<file path="config.mk">
export PLATFORM = sky130hd
export DESIGN_NAME = synapse_accumulator_flat
export DESIGN_NICKNAME = d
export VERILOG_FILES = /design/src/rtl/synapse_accumulator_if.sv /design/src/rtl/synapse_accumulator.sv /design/src/flat_wrapper.sv
export SDC_FILE = /design/constraint.sdc
export NUM_CORES = 1
export LEC_CHECK = 0
export CAP_MARGIN = 25
export CORE_AREA = 2 2 114 94
export CTS_CLUSTER_SIZE = 25
export DETAILED_ROUTE_END_ITERATION = 8
export DIE_AREA = 0 0 116 96
export PLACE_DENSITY = 0.64
export SLEW_MARGIN = 15
export SYNTH_ARGS = -nofsm -noshare
export SYNTH_HDL_FRONTEND = slang
export SYNTH_SLANG_ARGS = --single-unit
export TNS_END_PERCENT = 10
</file>
<file path="constraint.sdc">
create_clock -name clk -period 4.25 [get_ports clk]
set_input_delay 1.0625 -clock clk [delete_from_list [all_inputs] [get_ports clk]]
set_output_delay 1.0625 -clock clk [all_outputs]
set_load 0.02 [all_outputs]
</file>
<file path="src/rtl/synapse_accumulator_if.sv">
// Bus between the synapse accumulator and its driver: tick/spike input,
// weight-table write port and the current/valid result to the neuron.
interface synapse_accumulator_if #(
    parameter int N_INPUTS = 8,
    parameter int AW       = 3
);
    logic                tick;
    logic [N_INPUTS-1:0] spikes_in;
    logic                wr_en;
    logic [AW-1:0]       wr_addr;
    logic [7:0]          wr_data;
    logic [7:0]          current;
    logic                current_valid;
    logic                busy;
    logic                tick_dropped;

    modport master (
        output tick, spikes_in, wr_en, wr_addr, wr_data,
        input  current, current_valid, busy, tick_dropped
    );

    modport slave (
        input  tick, spikes_in, wr_en, wr_addr, wr_data,
        output current, current_valid, busy, tick_dropped
    );
endinterface

</file>
<file path="src/rtl/synapse_accumulator.sv">
// Sequential weighted spike summation: one input per clock into a wide signed
// accumulator, saturated once to an 8-bit unsigned current at the end.
module synapse_accumulator #(
    parameter int N_INPUTS = 8,
    parameter int AW       = 3,
    parameter int ACC_W    = 12
) (
    input  logic clk,
    input  logic rst,
    synapse_accumulator_if.slave bus
);
    typedef enum logic [1:0] {IDLE, ACCUM, DONE} state_t;

    state_t              state_q, state_d;
    logic [7:0]          weight_q [N_INPUTS];
    logic [N_INPUTS-1:0] spk_q;
    logic [ACC_W-1:0]    acc_q;
    logic [AW-1:0]       idx_q;
    logic [7:0]          current_q;
    logic                valid_q;
    logic                dropped_q;
    logic [7:0]          w_cur;
    logic [7:0]          clamp_val;

    // Weight read for the input currently being added (pre-write value).
    assign w_cur = weight_q[idx_q];

    // Saturate the final sum: negative -> 0, above 255 -> 255.
    always_comb begin
        clamp_val = acc_q[7:0];
        if (acc_q[ACC_W-1])
            clamp_val = 8'd0;
        else if (|acc_q[ACC_W-2:8])
            clamp_val = 8'hFF;
    end

    // State register.
    always_ff @(posedge clk or posedge rst) begin
        if (rst) state_q <= IDLE;
        else     state_q <= state_d;
    end

    // Next-state logic.
    always_comb begin
        state_d = state_q;
        case (state_q)
            IDLE:    if (bus.tick) state_d = ACCUM;
            ACCUM:   if (idx_q == AW'(N_INPUTS - 1)) state_d = DONE;
            DONE:    state_d = IDLE;
            default: state_d = IDLE;
        endcase
    end

    // Weight table; writes land in any state, reads in the same cycle see the old value.
    always_ff @(posedge clk or posedge rst) begin
        if (rst) begin
            for (int i = 0; i < N_INPUTS; i++) weight_q[i] <= 8'd0;
        end else if (bus.wr_en) begin
            weight_q[bus.wr_addr] <= bus.wr_data;
        end
    end

    // Accumulation datapath, result register and status pulses.
    always_ff @(posedge clk or posedge rst) begin
        if (rst) begin
            spk_q     <= '0;
            acc_q     <= '0;
            idx_q     <= '0;
            current_q <= 8'd0;
            valid_q   <= 1'b0;
            dropped_q <= 1'b0;
        end else begin
            valid_q   <= 1'b0;
            dropped_q <= bus.tick && (state_q != IDLE);
            case (state_q)
                IDLE: if (bus.tick) begin
                    spk_q <= bus.spikes_in;
                    acc_q <= '0;
                    idx_q <= '0;
                end
                ACCUM: begin
                    if (spk_q[idx_q])
                        acc_q <= acc_q + {{(ACC_W-8){w_cur[7]}}, w_cur};
                    idx_q <= idx_q + AW'(1);
                end
                DONE: begin
                    current_q <= clamp_val;
                    valid_q   <= 1'b1;
                end
                default: ;
            endcase
        end
    end

    assign bus.current       = current_q;
    assign bus.current_valid = valid_q;
    assign bus.busy          = (state_q != IDLE);
    assign bus.tick_dropped  = dropped_q;
endmodule

</file>
<file path="src/flat_wrapper.sv">
// flat-port wrapper written by rule: the top's interface ports become plain ports
module synapse_accumulator_flat 
#(
    parameter int N_INPUTS = 8,
    parameter int AW       = 3,
    parameter int ACC_W    = 12
)
  (clk, rst, bus_tick, bus_spikes_in, bus_wr_en, bus_wr_addr, bus_wr_data, bus_current, bus_current_valid, bus_busy, bus_tick_dropped);
  synapse_accumulator_if #(.N_INPUTS(N_INPUTS), .AW(AW)) bus_i ();
  input  logic clk;
  input  logic rst;
  input wire logic [$bits(bus_i.tick)-1:0] bus_tick;
  input wire logic [$bits(bus_i.spikes_in)-1:0] bus_spikes_in;
  input wire logic [$bits(bus_i.wr_en)-1:0] bus_wr_en;
  input wire logic [$bits(bus_i.wr_addr)-1:0] bus_wr_addr;
  input wire logic [$bits(bus_i.wr_data)-1:0] bus_wr_data;
  output wire logic [$bits(bus_i.current)-1:0] bus_current;
  output wire logic [$bits(bus_i.current_valid)-1:0] bus_current_valid;
  output wire logic [$bits(bus_i.busy)-1:0] bus_busy;
  output wire logic [$bits(bus_i.tick_dropped)-1:0] bus_tick_dropped;
  assign bus_i.tick = bus_tick;
  assign bus_i.spikes_in = bus_spikes_in;
  assign bus_i.wr_en = bus_wr_en;
  assign bus_i.wr_addr = bus_wr_addr;
  assign bus_i.wr_data = bus_wr_data;
  assign bus_current = bus_i.current;
  assign bus_current_valid = bus_i.current_valid;
  assign bus_busy = bus_i.busy;
  assign bus_tick_dropped = bus_i.tick_dropped;
  synapse_accumulator #(.N_INPUTS(N_INPUTS), .AW(AW), .ACC_W(ACC_W)) u_core (.clk(clk), .rst(rst), .bus(bus_i));
endmodule
</file>
==> flow_metrics.tcl <==
set metrics [dict create \
    status "finished clean" \
    postSynthCellCount 359 \
    r2r_slack_ns 0.95 \
    synth_top_cell_area_share_pct 50.9 \
    grt_max_degree 68 \
    synth_cell_types 40 \
    reg2reg_from "u_core.idx_q[0]" \
    leakage_nw 2.41 \
    ir_drop_mv 0.297 \
    seqCellArea_um2 2480 \
    finalClockSkew_ns 0.00612 \
    fin_util_pct 56.2 \
    hold_start "u_core.bus.current[1]" \
    synth_top_area_cell "dfrtp_1" \
    setup_viol 0 \
    synth.cell_area_um2 4860 \
    min_period_ns 3.30 \
    grtUsageTotal_pct 19.0 \
    powerDensity_nw_per_um2 733 \
    cts.htree.levels 3 \
    end_kind "flop" \
    worstMarginPinSlew_ns 0.845 \
    path_delay_family "multiplexers" \
    ys_ff_latch 99 \
    hold_path_depth 2 \
    grt_pass1_wl_um 15700 \
    timing.rr.end "u_core.acc_q[10]" \
    dpl_cell_area_um2 5350 \
    antenna_found_initial 0 \
    io-pin-count 34 \
    die-area_um2 11100 \
    cts_resized 0 \
    synth_nets 396 \
    synth-edff-count 0 \
    critPathBufInv 1 \
    cts_sinks 99 \
    maxSlewViolCount 0 \
    worstHoldEndpoint "u_core.bus.current[1]" \
    rows 33 \
    synth_area_per_cell_um2 13.6 \
    stdcell_count 536 \
    fmax_ghz 0.303 \
    worstPathRequired_ns 4.46 \
    core_um2 9990 \
    die_x_um 116 \
    min_path_type "flop to flop" \
    crit_chain "buf_4 > mux4_1 > mux2_2 > ha_1 > fa_1 > a21o_1 > a21oi_1 > o21ai_1 > a221oi_1 > xor2_1 > mux2i_1" \
    relSlewSlack_pct 43.3 \
    synth-main-ff-cell "dfrtp_1" \
    postCtsSetupRepairBufs 0 \
    wire_per_inst_um 17.5 \
    first_global_vias 2945 \
    nFillCells 845 \
    dr.max_layer_used "met4" \
    drc_errors 0 \
    placed_cells 520 \
    multi_input_area_um2 2300 \
    dr_wl_met3_um 383 \
    viasPerCell 5.50 \
    initial_core_util_pct 48.7 \
    slowest_delay_ns 0.55 \
    synth.area.top_cells "dfrtp_1 (51%), mux2_2 (18%), mux4_2 (5.6%)" \
    worstRegToRegCells 11 \
    hold_viol 0 \
    ctsHoldBuffers 0 \
    port_buffers 33 \
    syn2layout_area_growth_pct 15.5 \
    dpl.hpwl_um 6490 \
    cts_tree "built" \
    cts_buffers 9 \
    cts.clk_slew.worst_paths_ns 0.06 \
    vias 2948 \
    dr.first_iter.drc_count 192 \
    final_cell_mix "dfrtp_1 (99), mux2_2 (79), nand2_1 (36), clkdlybuf4s50_1 (33), ha_1 (13)" \
    gp_congestion 0.815 \
    drt-pass1-iter-count 6 \
    finalNetCount 428 \
    max_cap_violations 0 \
    cp-start-kind "flop" \
    cts-root-buf "clkbuf_16" \
    ant_nets 0 \
    diodes 0 \
    critPathSlowestCell "mux4_1" \
    arrival_ns 3.51 \
    synth-async-reset-ratio_pct 100 \
    routed_wl_um 9380 \
    finalCritPeriodShare_pct 77.7 \
    seq_area_frac_synth_pct 50.9 \
    die_y_um 96 \
    m1WireLength_um 4730 \
    grt_overflow 0 \
    insertion_delay_ns 0.34 \
    wl_met2_um 4160 \
    setup_tns_ns 0 \
    final_common_cell "dfrtp_1" \
    drive_gt1_share_pct 30.6 \
    rsz0062_at_grt "false" \
    yosys_warnings 0 \
    critPathMaxFanout 10 \
    cts_buffer_depth 2 \
    criticalPathCategory "flop to flop" \
    final_area_um2 5620 \
]
## routing by layer
metal  global-route usage (%)  vias to the layer above
met5                        0                        -
met4                     5.65                        0
met3                     4.47                        8
met2                     28.5                       56
met1                     27.9                     1488
li1                         -                     1396
## synthesized netlist by cell type, drive strengths merged, types with 2 or more instances
| cell | instances |
|---|---|
| o21ai | 11 |
| xor2 | 5 |
| nor2b | 3 |
| clkbuf | 11 |
| nand2 | 36 |
| nand2b | 3 |
| a21oi | 11 |
| nor3b | 2 |
| or3 | 2 |
| mux2 | 79 |
| a21o | 5 |
| nand4b | 3 |
| o31ai | 10 |
| xnor2 | 3 |
| dfrtp | 99 |
| ha | 13 |
| nor2 | 11 |
| buf | 6 |
| o21a | 2 |
| o221ai | 2 |
| nand4 | 3 |
| nor3 | 3 |
| inv | 4 |
| mux2i | 4 |
| nand3 | 3 |
| mux4 | 18 |
## through the flow
stage	setup WS (ns)	total power, mW	hold slack [ns]
6_report	0.948	4.12	0.478
5_1_grt	0.767	4.45	0.513
4_1_cts	0.949	4.15	0.486
3_5_place_dp	0.956	3.39	0.472
3_3_place_gp	0.979	3.35	0.465
2_1_floorplan	0.597	2.93	0.470
## worst reg2reg max path, cell delays in order (launching register included)
cell      delay [ns]
dfrtp_1         0.34
buf_4           0.21
mux4_1          0.56
mux2_2          0.29
ha_1            0.22
fa_1            0.41
a21o_1          0.17
a21oi_1         0.22
o21ai_1         0.17
a221oi_1        0.34
xor2_1          0.17
mux2i_1         0.08
## flip-flops by register name, indices dropped and copies added, names as in the netlist
signal,cells
u_core.weight_q,64
u_core.bus.tick_dropped,1
u_core.spk_q,8
u_core.bus.current,8
u_core.acc_q,12
u_core.idx_q,3
u_core.state_q,2
u_core.bus.current_valid,1
## cell families (layout without fill, tap and decap cells)
group / count (synthesis) / in the layout / synth area share, %
fa+ha+maj: 14 / 14 / 3.76
flops: 99 / 99 / 50.9
compound gates: 46 / 46 / 6.30
simple gates: 70 / 70 / 7.30
buf+inv: 21 / 58 / 1.85
xor+xnor: 8 / 8 / 1.44
mux: 101 / 101 / 28.4
## worst max-delay path by stage
stage / start / endpoint / slack, ns / cells after the start
after global placement: u_core.idx_q[0] / u_core.acc_q[10] / 0.98 / 11
after detailed placement: u_core.idx_q[0] / u_core.acc_q[10] / 0.96 / 11
after CTS: u_core.idx_q[0] / u_core.acc_q[10] / 0.95 / 11
final: u_core.idx_q[0] / u_core.acc_q[10] / 0.95 / 11
after global routing: u_core.idx_q[0] / u_core.acc_q[10] / 0.77 / 11
after floorplan: rst / u_core.acc_q[0] / 0.60 / 1
## report_power, final
group          switching (mW)  leakage [nW]  internal [mW]  total (mW)
Combinational            1.01          1.07          0.961        1.97
Clock                   0.339         0.133          0.412       0.751
Sequential              0.168          1.21           1.23        1.40
Total                    1.52          2.41           2.60        4.12
## layout make-up
class	instances	share of cell area [%]
Tap cell	140	3.12
Sequential cell	99	44.1
Multi-Input combinational cell	239	40.9
Timing Repair Buffer	38	6.77
Clock inverter	4	0.467
Clock buffer	12	4.39
Inverter	4	0.312
Note: power is estimated with default switching activity, not from simulation.
